$ cat config.mk
export PLATFORM = sky130hd
export DESIGN_NAME = alu_issue_ctrl
export DESIGN_NICKNAME = d
export VERILOG_FILES = /design/src/rtl/alu_pkg.sv /design/src/rtl/alu_ctrl_decode.sv /design/src/rtl/alu_issue_ctrl.sv
export SDC_FILE = /design/constraint.sdc
export NUM_CORES = 1
export LEC_CHECK = 0
export CAP_MARGIN = 20
export CORE_AREA = 3 3 158 160
export CTS_CLUSTER_DIAMETER = 50
export DETAILED_ROUTE_END_ITERATION = 8
export DIE_AREA = 0 0 161 163
export PLACE_DENSITY = 0.69
export SLEW_MARGIN = 15
export SYNTH_ARGS = -nofsm -noshare
export SYNTH_HDL_FRONTEND = slang
export SYNTH_SLANG_ARGS = --single-unit
$ cat constraint.sdc
create_clock -name clk -period 2.1 [get_ports clk]
set_input_delay 0.42 -clock clk [delete_from_list [all_inputs] [get_ports clk]]
set_output_delay 0.42 -clock clk [all_outputs]
set_load 0.02 [all_outputs]
$ cat src/rtl/alu_pkg.sv
// Shared ALU interface constants: control codes, R-type opcodes, ALUOp codes,
// latency classes and the issue-controller state encoding.
package alu_pkg;

  localparam logic [3:0] ALU_CTRL_ADD = 4'b0010;
  localparam logic [3:0] ALU_CTRL_SUB = 4'b0110;
  localparam logic [3:0] ALU_CTRL_AND = 4'b0000;
  localparam logic [3:0] ALU_CTRL_OR  = 4'b0001;
  localparam logic [3:0] ALU_CTRL_MUL = 4'b0111;
  localparam logic [3:0] ALU_CTRL_DIV = 4'b0011;
  localparam logic [3:0] ALU_CTRL_NOP = 4'b1111;

  localparam logic [10:0] OPC_ADD  = 11'b10001011000;
  localparam logic [10:0] OPC_SUB  = 11'b11001011000;
  localparam logic [10:0] OPC_AND  = 11'b10001010000;
  localparam logic [10:0] OPC_ORR  = 11'b10101010000;
  localparam logic [10:0] OPC_MUL  = 11'b10011011000;
  localparam logic [10:0] OPC_SDIV = 11'b10011010110;

  localparam logic [1:0] ALUOP_ADD   = 2'b00;
  localparam logic [1:0] ALUOP_CMP   = 2'b01;
  localparam logic [1:0] ALUOP_RTYPE = 2'b10;
  localparam logic [1:0] ALUOP_ILL   = 2'b11;

  typedef enum logic [1:0] {
    LAT_ONE,
    LAT_MUL,
    LAT_DIV
  } lat_sel_t;

  typedef enum logic [1:0] {
    IDLE,
    EXEC,
    RESP
  } state_t;

endpackage

$ cat src/rtl/alu_ctrl_decode.sv
// Combinational decode of ALUOp plus R-type opcode into ALU control code,
// latency class and an illegal flag.
module alu_ctrl_decode
  import alu_pkg::*;
(
  input  logic [1:0]  aluop,
  input  logic [10:0] opcode,
  output logic [3:0]  ctrl,
  output lat_sel_t    lat_sel,
  output logic        illegal
);

  always_comb begin
    ctrl    = ALU_CTRL_NOP;
    lat_sel = LAT_ONE;
    illegal = 1'b0;
    case (aluop)
      ALUOP_ADD: ctrl = ALU_CTRL_ADD;
      ALUOP_CMP: ctrl = ALU_CTRL_SUB;
      ALUOP_RTYPE: begin
        case (opcode)
          OPC_ADD: ctrl = ALU_CTRL_ADD;
          OPC_SUB: ctrl = ALU_CTRL_SUB;
          OPC_AND: ctrl = ALU_CTRL_AND;
          OPC_ORR: ctrl = ALU_CTRL_OR;
          OPC_MUL: begin
            ctrl    = ALU_CTRL_MUL;
            lat_sel = LAT_MUL;
          end
          OPC_SDIV: begin
            ctrl    = ALU_CTRL_DIV;
            lat_sel = LAT_DIV;
          end
          default: illegal = 1'b1;
        endcase
      end
      default: illegal = 1'b1;
    endcase
  end

endmodule

$ cat src/rtl/alu_issue_ctrl.sv
// Initiator side of the 64-bit ALU interface: accepts one request, drives the
// ALU for the operation's latency, then returns the captured result.
module alu_issue_ctrl
  import alu_pkg::*;
#(
  parameter int WIDTH   = 64,
  parameter int MUL_LAT = 4,
  parameter int DIV_LAT = 16,
  parameter int CNT_W   = 5
) (
  input  logic             clk,
  input  logic             rst_n,
  input  logic             req_valid,
  output logic             req_ready,
  input  logic [1:0]       req_aluop,
  input  logic [10:0]      req_opcode,
  input  logic [WIDTH-1:0] req_a,
  input  logic [WIDTH-1:0] req_b,
  output logic [WIDTH-1:0] alu_in1,
  output logic [WIDTH-1:0] alu_in2,
  output logic [3:0]       alu_ctrl,
  input  logic [WIDTH-1:0] alu_result,
  input  logic             alu_zero,
  input  logic             alu_ovf,
  output logic             rsp_valid,
  input  logic             rsp_ready,
  output logic [WIDTH-1:0] rsp_result,
  output logic             rsp_zero,
  output logic             rsp_ovf,
  output logic             rsp_illegal
);

  state_t           state, state_nxt;
  logic [CNT_W-1:0] cnt;
  logic [CNT_W-1:0] cnt_load;
  logic [3:0]       dec_ctrl;
  lat_sel_t         dec_lat;
  logic             dec_illegal;
  logic             accept;

  alu_ctrl_decode u_decode (
    .aluop   (req_aluop),
    .opcode  (req_opcode),
    .ctrl    (dec_ctrl),
    .lat_sel (dec_lat),
    .illegal (dec_illegal)
  );

  assign accept = req_valid && req_ready;

  // Counter holds LAT-1 so the capture edge lands exactly LAT edges after accept.
  always_comb begin
    cnt_load = '0;
    case (dec_lat)
      LAT_MUL: cnt_load = CNT_W'(MUL_LAT - 1);
      LAT_DIV: cnt_load = CNT_W'(DIV_LAT - 1);
      default: cnt_load = '0;
    endcase
  end

  always_ff @(posedge clk or negedge rst_n) begin
    if (!rst_n) state <= IDLE;
    else        state <= state_nxt;
  end

  always_comb begin
    state_nxt = state;
    case (state)
      IDLE: if (accept) state_nxt = dec_illegal ? RESP : EXEC;
      EXEC: if (cnt == '0) state_nxt = RESP;
      RESP: if (rsp_ready) state_nxt = IDLE;
      default: state_nxt = IDLE;
    endcase
  end

  always_comb begin
    req_ready = (state == IDLE);
    rsp_valid = (state == RESP);
  end

  always_ff @(posedge clk or negedge rst_n) begin
    if (!rst_n) begin
      cnt         <= '0;
      alu_in1     <= '0;
      alu_in2     <= '0;
      alu_ctrl    <= ALU_CTRL_NOP;
      rsp_result  <= '0;
      rsp_zero    <= 1'b0;
      rsp_ovf     <= 1'b0;
      rsp_illegal <= 1'b0;
    end else begin
      case (state)
        IDLE: begin
          if (accept) begin
            if (dec_illegal) begin
              alu_ctrl    <= ALU_CTRL_NOP;
              rsp_result  <= '0;
              rsp_zero    <= 1'b0;
              rsp_ovf     <= 1'b0;
              rsp_illegal <= 1'b1;
            end else begin
              alu_in1  <= req_a;
              alu_in2  <= req_b;
              alu_ctrl <= dec_ctrl;
              cnt      <= cnt_load;
            end
          end
        end
        EXEC: begin
          if (cnt == '0) begin
            rsp_result  <= alu_result;
            rsp_zero    <= alu_zero;
            rsp_ovf     <= alu_ovf;
            rsp_illegal <= 1'b0;
          end else begin
            cnt <= cnt - 1'b1;
          end
        end
        RESP: if (rsp_ready) alu_ctrl <= ALU_CTRL_NOP;
        default: ;
      endcase
    end
  end

endmodule
Word-level counts from Yosys, hierarchy flattened --
Cells that the tools add are included. Widths: inputs -> output; s select.
Word-level totals: flip-flop bits (word level) 206, bits in latches 0, memory bits (writable) 0, memory bits (read-only) 0, bits of input ports 211, output and inout port bits 201, word-level logic and storage cells 76, memories 0
Operators by class: $add $sub $neg 1, multiply operators 0, div/mod/pow operators 0, magnitude comparators 0, eq/ne operators 18, shift operators 0, muxes and demuxes 34, bitwise gates (word level) 1, reductions and logical operators 13
Operators with widths (count):
- $mux 64 | 3
- $pmux 64 s2 | 1
- $eq 11x11->1 const B | 6
- $pmux 4 s6 | 1
- $pmux 4 s2 | 2
- $mux 5 | 3
- $mux 4 | 3
- $pmux 4 s3 | 1
- $mux 2 | 5
- $pmux 5 s2 | 1
- $reduce_and 3->1 | 3
- $mux 1 | 8
- $pmux 1 s2 | 4
- $reduce_and 4->1 | 2
- $eq 2x1->1 const B | 3
- $eq 2x2->1 const B | 3
- $ne 2x1->1 const B | 3
- $ne 2x2->1 const B | 3
- $pmux 2 s3 | 1
- $reduce_or 6->1 | 1
- $logic_not 5->1 | 1
- $sub 5x1->5 const B | 1
- $logic_not 2->1 | 2
- $pmux 2 s2 | 1
- 4 further kinds | 5

Longest topological paths before layout --
Gate-level depths: netlist of the first run.
depth after elaboration 8, gate-level depth with buffers 8, depth with buffers taken out 7

Cells and area by module --
From an unflattened synthesis of the first run, not the netlist that was laid out.
Second synthesis, totals: cell total of the unflattened synthesis 790, area total of the unflattened synthesis 7956.4 µm²
By module, submodules not included:
- alu_issue_ctrl | instances 1, cells each 753, area an instance 7719.9 µm², seq. area each 5159.9 µm²
- alu_ctrl_decode | instances 1, cells each 37, area an instance 236.5 µm², seq. area each 0.0 µm²

Least setup slack after synthesis of the first run --
Ideal clock, no wire load.
kind input port to flip-flop, start input req_opcode[1], end register alu_in1[30], library setup time 0.127 ns, data arrival time 1.812 ns, data required time 1.973 ns, slack 0.160 ns, stages 7, buffers on the path 2, cell sequence nor3_2 -> nand4b_1 -> o211a_4 -> nor2_4 -> buf_6 -> buf_6 -> mux2_1
On the way: word-level cells in the longest chain between the ends 6, elaborated cells between the ends (all ways) 11, those cells by class eq/ne (6); mux (2); bitwise (1); reduce/logical (2)
RTL lines:
- start: declaration | line alu_issue_ctrl.sv:16 | input logic [10:0] req_opcode,
- $eq 11x11->1 | line alu_ctrl_decode.sv:21 | case (opcode)
- $reduce_or 6->1 (no line) (*)
- $mux 1 (*) | line alu_ctrl_decode.sv:21
- $pmux 1 s2 (*) | line alu_ctrl_decode.sv:17 | case (aluop)
- $not 1->1 (no line) (*)
- $reduce_and 3->1 (no line) (*)
- end signal: assignment | line alu_issue_ctrl.sv:102 | alu_in1 <= req_a;
- end: declaration | line alu_issue_ctrl.sv:19 | output logic [WIDTH-1:0] alu_in1,
Every way passes the cells marked *; elsewhere a longest branch is shown, timed or not. A chain may end at the register's enable or synchronous reset.

Final worst setup path of the first run --
start input req_opcode[8], end register alu_in2[5]
On the way: word-level cells in the longest chain between the ends 6, elaborated cells between the ends (all ways) 11, those cells by class eq/ne (6); mux (2); bitwise (1); reduce/logical (2)
RTL lines:
- $eq 11x11->1 | line alu_ctrl_decode.sv:21
- $reduce_or 6->1 (no line) (*)
- $mux 1 (*) | line alu_ctrl_decode.sv:21
- $pmux 1 s2 (*) | line alu_ctrl_decode.sv:17
- $not 1->1 (no line) (*)
- $reduce_and 3->1 (no line) (*)
- end signal: assignment | line alu_issue_ctrl.sv:103 | alu_in2 <= req_b;
- end: declaration | line alu_issue_ctrl.sv:20 | output logic [WIDTH-1:0] alu_in2,
Marks and branches as above.

==> results of run 1 <==
[placed cells by master (no fill, tap or decap), drive strengths merged, types with 2 or more instances in the layout]
| cell | synthesis | layout |
|---|---|---|
| clkbuf | 7 | 35 |
| clkdlybuf4s50 | 0 | 404 |
| a221o | 2 | 2 |
| a21oi | 3 | 3 |
| nand3 | 3 | 3 |
| nand2 | 6 | 6 |
| a22o | 66 | 66 |
| bufinv | 0 | 3 |
| dfstp | 4 | 4 |
| ha | 3 | 3 |
| a31oi | 3 | 3 |
| clkinvlp | 0 | 2 |
| o211ai | 2 | 2 |
| nand2b | 5 | 5 |
| buf | 21 | 39 |
| inv | 8 | 14 |
| nor3b | 2 | 2 |
| nor3 | 3 | 3 |
| dfrtp | 202 | 202 |
| and2 | 4 | 4 |
| o21ai | 3 | 3 |
| nand4 | 2 | 2 |
| o31ai | 2 | 2 |
| nand3b | 2 | 2 |
| nor2b | 3 | 3 |
| nor2 | 12 | 12 |
| clkinv | 0 | 8 |
| dlygate4sd2 | 0 | 6 |
| mux2 | 128 | 128 |
[path summary, 6_finish.rpt]
check                           depth (start not counted)  slack (ps)             end          start
max in group asynchronous                               3        1000  rsp_result[20]          rst_n
worst max-delay path                                    8          70      alu_in2[5]  req_opcode[8]
worst min-delay path                                    2         440     alu_in1[50]          rst_n
worst max register to register                          6         370      alu_in2[5]       state[1]
min in group clk                                        1         480     alu_in1[40]    alu_in1[40]
worst min register to register                          1         480     alu_in1[40]    alu_in1[40]
[per-layer routing]
metal,part of all wire,track usage,up-vias
li1,-,-,2782
met1,0.39,0.2050,2967
met2,0.50,0.3083,272
met3,0.092,0.06155,43
met4,0.026,0.04537,0
met5,0,0,-
[registers in the layout, summed over array words and instances (netlist names)]
| register | count |
|---|---|
| alu_in1 | 64 |
| alu_in2 | 64 |
| rsp_result | 64 |
| cnt | 5 |
| alu_ctrl | 4 |
| state | 2 |
| rsp_illegal | 1 |
| rsp_ovf | 1 |
| rsp_zero | 1 |
[power by group through the flow]
stage          clock network [uW]  registers [uW]  logic, uW
6_report                     4810            6520       8530
4_1_cts                      4950            6540       8620
5_1_grt                      5120            6750       9030
3_5_place_dp                    0            6570       8620
3_3_place_gp                    0            6530       8520
2_1_floorplan                   0            8440       2130
[through the flow]
step                hold WS [ps]  power (uW)
finish                     442.6       19860
global route               475.0       20900
CTS                        451.8       20100
detailed placement         443.7       15190
global placement           447.2       15050
floorplan                  124.4       10570
[logic make-up after synthesis]
family / count (synthesis)
multiplexers: 128
AND/OR/NAND/NOR: 47
flip-flops: 206
adder cells (fa/ha/maj): 3
buffers and inverters: 36
AO/OA/AOI/OAI: 88
[timing repair]
action                                 in CTS  in global routing
gates resized for setup                     6                  1
hold buffers                                1                  0
cloned                                      0                  1
endpoints found under the hold margin      47                  0
setup endpoints to repair                   6                191
[cell type report]
cell class / count / area share
Clock buffer: 33 / 0.05507
Multi-Input combinational cell: 266 / 0.1858
Clock inverter: 19 / 0.01542
Inverter: 8 / 0.002203
Sequential cell: 206 / 0.3785
Timing Repair Buffer: 452 / 0.3338
Tap cell: 319 / 0.02928
==> metrics, run 1 <==
P_sw 6804 uW; compound-cell area share of the yosys netlist 0.09558; Synth Area in Simple Gates 0.03513; Routed Antenna Nets 0; clk_skew 11.40 ps; core area 23540 um^2; combinational share of power 0.430; max-cap viol count 0; Seq cells post-synth 206; largest cells by area after synthesis dfrtp_1 64%, mux2_1 12%, a22o_1 7.3%; Final Instance Area 13630 um^2; first-pass GRT wire length 36920 um; Net Count, Synth 722; critical-path maximum fanout 21; antenna violations before repair 0; share of cells above drive strength 1 0.1474; crit-path max cell delay 460 ps; postcts setup bufs 0; multi-input combinational cell area 2532 um^2; total grt overflow 0; Antenna Cells 0; vias in the first global route 6620; TritonCTS clock tree built; Post-Layout Cell Count 1303; P_int 13060 uW; Worst VDD drop 0.8645 mV; Sw Ratio 0.3426; vias after detailed routing 6064; Root Buffer clkbuf_16; Slew Limit Fails 0; drt drc 0; Commonest cells post-synth 202 x dfrtp_1, 87 x mux2_1, 66 x a22o_1, 41 x mux2_2, 11 x nor2_1; Setup WS post-layout 73.02 ps; Die W 161 um; main combinational cell family by area after synthesis multiplexers; Starting Density 0.3358; delay-heaviest family, CP buffers and inverters; Max-slew headroom 0.6513; post-synthesis cell count 508; Achievable Freq 493.3 MHz; Port Buffers 411; dpl ws -533.5 ps; CP endpoint kind register; status finished, final reports clean; global-route usage over all layers 0.1752; area post-placement 12640 um^2; RSZ-0062 raised after global routing false; Async S/R FF share, synth 1.000; Ys Warns 0; Fill cells 1955; sequential cell area 5160 um^2; Std-Cell Rows 56; # IOs 412; clock share of power 0.242; WP data arrival 2430 ps; Die ar. 26240 um^2; # clock sinks 206; Setup CP Type in2reg; EDFF count, synth 0; endpoints failing hold 0; top-area cell type share of the netlist area 0.6393; Post-Synth Adder-Cell Area 0.004748; Inserted Clock Buffers 28; Startpoint Class input pin; cell breakdown of the critical path clkdlybuf4s50_1 -> and2_1 -> nand4b_1 -> o211a_4 -> nor2_4 -> buf_12 -> buf_12 -> mux2_1; final WL 24070 um; Pre-antenna DRT Iters 4; vias per cell 4.654; final setup vio count 0; Clock Tree Buf Depth 3; fin crit period 2027 ps; Synth Area in XOR/XNOR 0; Final Util 0.5791; pin count of the biggest net entering global routing 68; setup TNS 0 ps; Cells after DPL 1249; Synth cell types 44; DP HPWL 17810 um; Placer Congestion 0.7763; hold crit path type in2async; Seq/Total Area, Yosys 0.6526; DRT iter0 DRCs 183; Slowest-stage cell, CP clkdlybuf4s50_1; Die Height 163 um; largest area contributor in the netlist dfrtp_1; Pwr Density 1457 nW/um^2; Top FF cell, synth dfrtp_1; worst skew pair latency 520 ps; H-tree depth 1; cell area after synthesis 7906 um^2; Seq pwr share 0.328; Buf/Inv on CP 3; most common cell in the netlist dfrtp_1; clock-pin transition on the worst setup and hold timing paths 60 ps; mux contribution to synthesized area 0.1823; Most common cell on crit path buf_12; worst slew pin tran 523.0 ps; post-synthesis average cell area 15.56 um^2; fin crit share 0.9652; Routed wire per std cell 18.47 um; P_leak 0.005802 uW; required time worst endpoint 2500 ps; area grow syn2layout 72.43%; Layout Nets 1176
Power figures use the tool's default switching activity.
==> inputs of run 2 (changes only) <==
--- a/config.mk
+++ b/config.mk
@@ -5,13 +5,13 @@
 export SDC_FILE = /design/constraint.sdc
 export NUM_CORES = 1
 export LEC_CHECK = 0
-export CAP_MARGIN = 20
-export CORE_AREA = 3 3 158 160
+export CORE_ASPECT_RATIO = 0.6
+export CORE_MARGIN = 3
+export CORE_UTILIZATION = 30
 export CTS_CLUSTER_DIAMETER = 50
 export DETAILED_ROUTE_END_ITERATION = 8
-export DIE_AREA = 0 0 161 163
-export PLACE_DENSITY = 0.69
 export SLEW_MARGIN = 15
 export SYNTH_ARGS = -nofsm -noshare
 export SYNTH_HDL_FRONTEND = slang
 export SYNTH_SLANG_ARGS = --single-unit
+export TNS_END_PERCENT = 30
==> run 2 against run 1 <==
  * Final cell count is 2.6% higher
  * Sequential share of layout area decreased by 0.24 points
  * Register-to-register slack worse by 90 ps
  * Critical path type unchanged
  * Worst setup slack lost 29 ps
  * Sequential power hardly changed
  * Worst hold slack lost 34 ps
  * Combinational power increased by 3.9%
  * Largest power group unchanged
  * Clock skew about the same
  * First-iteration DRC count rose by 49%
==> metrics, run 2 (synthesized netlist as in run 1, its figures left out) <==
status finished, final reports clean; R2R Setup Slk 280 ps; multi-input combinational cell area 2556 um^2; Antenna Cells 0; hold depth 3; clk_skew 11.28 ps; clock-pin transition on the worst setup and hold timing paths 60 ps; Post-Layout Cell Count 1337; fin crit period 2056 ps; reg2reg path depth 7; final setup vio count 0; CP endpoint kind register; Die ar. 28400 um^2; critical-path maximum fanout 8; Worst VDD drop 0.5566 mV; vias after detailed routing 6117; commonest non-fill, non-tap cells in the layout 403 x clkdlybuf4s50_1, 202 x dfrtp_1, 83 x mux2_1; endpoints failing hold 0; worst slew pin tran 482.0 ps; Pwr Density 1405 nW/um^2; Final Util 0.5356; Routed Antenna Nets 0; WP data arrival 2430 ps; Max-slew headroom 0.6787; share of cells above drive strength 1 0.1543; DP HPWL 20010 um; Setup CP Type in2reg; vias in the first global route 6433; Top Registers alu_in1 (64), alu_in2 (64), rsp_result (64); Starting Density 0.3086; Port Buffers 411; total grt overflow 0; Startpoint Class input pin; Clock Tree Buf Depth 3; most common cell after layout, fill and taps aside clkdlybuf4s50_1; fin crit share 0.9792; core area 25620 um^2; Placer Congestion 0.8061; Cells after DPL 1286; Die W 215.6 um; drt drc 0; Routed wire per std cell 19.95 um; H-tree depth 1; antenna violations before repair 2; first-pass GRT wire length 39860 um; # clock sinks 206; Pre-antenna DRT Iters 4; TritonCTS clock tree built; Layout Nets 1185; Fill cells 2197; Achievable Freq 486.3 MHz; area grow syn2layout 73.54%; global-route usage over all layers 0.1783; Die Height 131.8 um; pin count of the biggest net entering global routing 58; DRT iter0 DRCs 272; Root Buffer clkbuf_16; # IOs 412; required time worst endpoint 2470 ps; worst skew pair latency 490 ps; sequential cell area 5160 um^2; Slew Limit Fails 0; P_leak 0.005856 uW; final WL 26680 um; Std-Cell Rows 45; vias per cell 4.575; Inserted Clock Buffers 22; max-cap viol count 0; hold crit path type in2reg
run 2: through the flow:
step	setup TNS (ps)	hold slack, ps	power [uW]	setup WS, ps	area (um^2)
final	0	408.6	19270	43.72	13720
after global routing	-884.6	417.1	20260	-30.34	13720
after CTS	0	452.5	19330	1.955	13490
after detailed placement	-94540	393.2	15320	-538.9	12740
after global placement	-87640	394.2	15240	-470.6	12740
after floorplan	0	124.4	10570	160.2	7906
run 2: report_power, final:
group	switching, uW	internal, uW
Combinational	4240	4620
Sequential	857	5640
Clock	1570	2350
Total	6670	12600
run 2: final timing paths:
path	startpoint	to
max	req_opcode[1]	alu_in1[61]
min	req_opcode[3]	alu_ctrl[1]
max reg2reg	cnt[0]	state[0]
min reg2reg	alu_in1[36]	alu_in1[36]
max in group asynchronous	rst_n	alu_ctrl[1]
min in group asynchronous	rst_n	alu_in1[36]
run 2: cell type report:
cell class                      count  share of cell area
Sequential cell                   206              0.3761
Clock inverter                      4            0.004377
Timing Repair Buffer              467              0.3496
Tap cell                          352             0.03210
Multi-Input combinational cell    266              0.1863
Clock buffer                       34             0.04933
Inverter                            8            0.002189
run 2: layer usage:
layer  part of all wire  vias to the layer above  global-route usage
met5             0.0010                        -                   0
met4              0.015                        4             0.03044
met3              0.080                       26             0.06357
met2               0.47                      238              0.2904
met1               0.43                     3060              0.2338
li1                   -                     2789                   -
run 2: what timing repair did:
item | CTS | global route
setup endpoints to repair | 64 | 175
hold buffers | 1 | 0
endpoints found under the hold margin | 50 | 0
buffers inserted | 0 | 7
pin swaps | 0 | 6
resized for setup | 3 | 15
cloned | 0 | 5
run 2: worst max-delay path: stages:
cell and delay [ps]:
clkdlybuf4s50_1 470, nor3b_2 260, o2111ai_2 180, o211a_4 190, nor2_4 150, buf_12 130
clkbuf_16 150, clkbuf_16 150, mux2_1 320
==> inputs of run 3 (changes only) <==
--- a/config.mk
+++ b/config.mk
@@ -5,6 +5,7 @@
 export SDC_FILE = /design/constraint.sdc
 export NUM_CORES = 1
 export LEC_CHECK = 0
+export CAP_MARGIN = 20
 export CORE_ASPECT_RATIO = 0.6
 export CORE_MARGIN = 3
 export CORE_UTILIZATION = 30
==> results of run 3 <==
No change in the layout: final DEF, timing and power equal those of run 2.
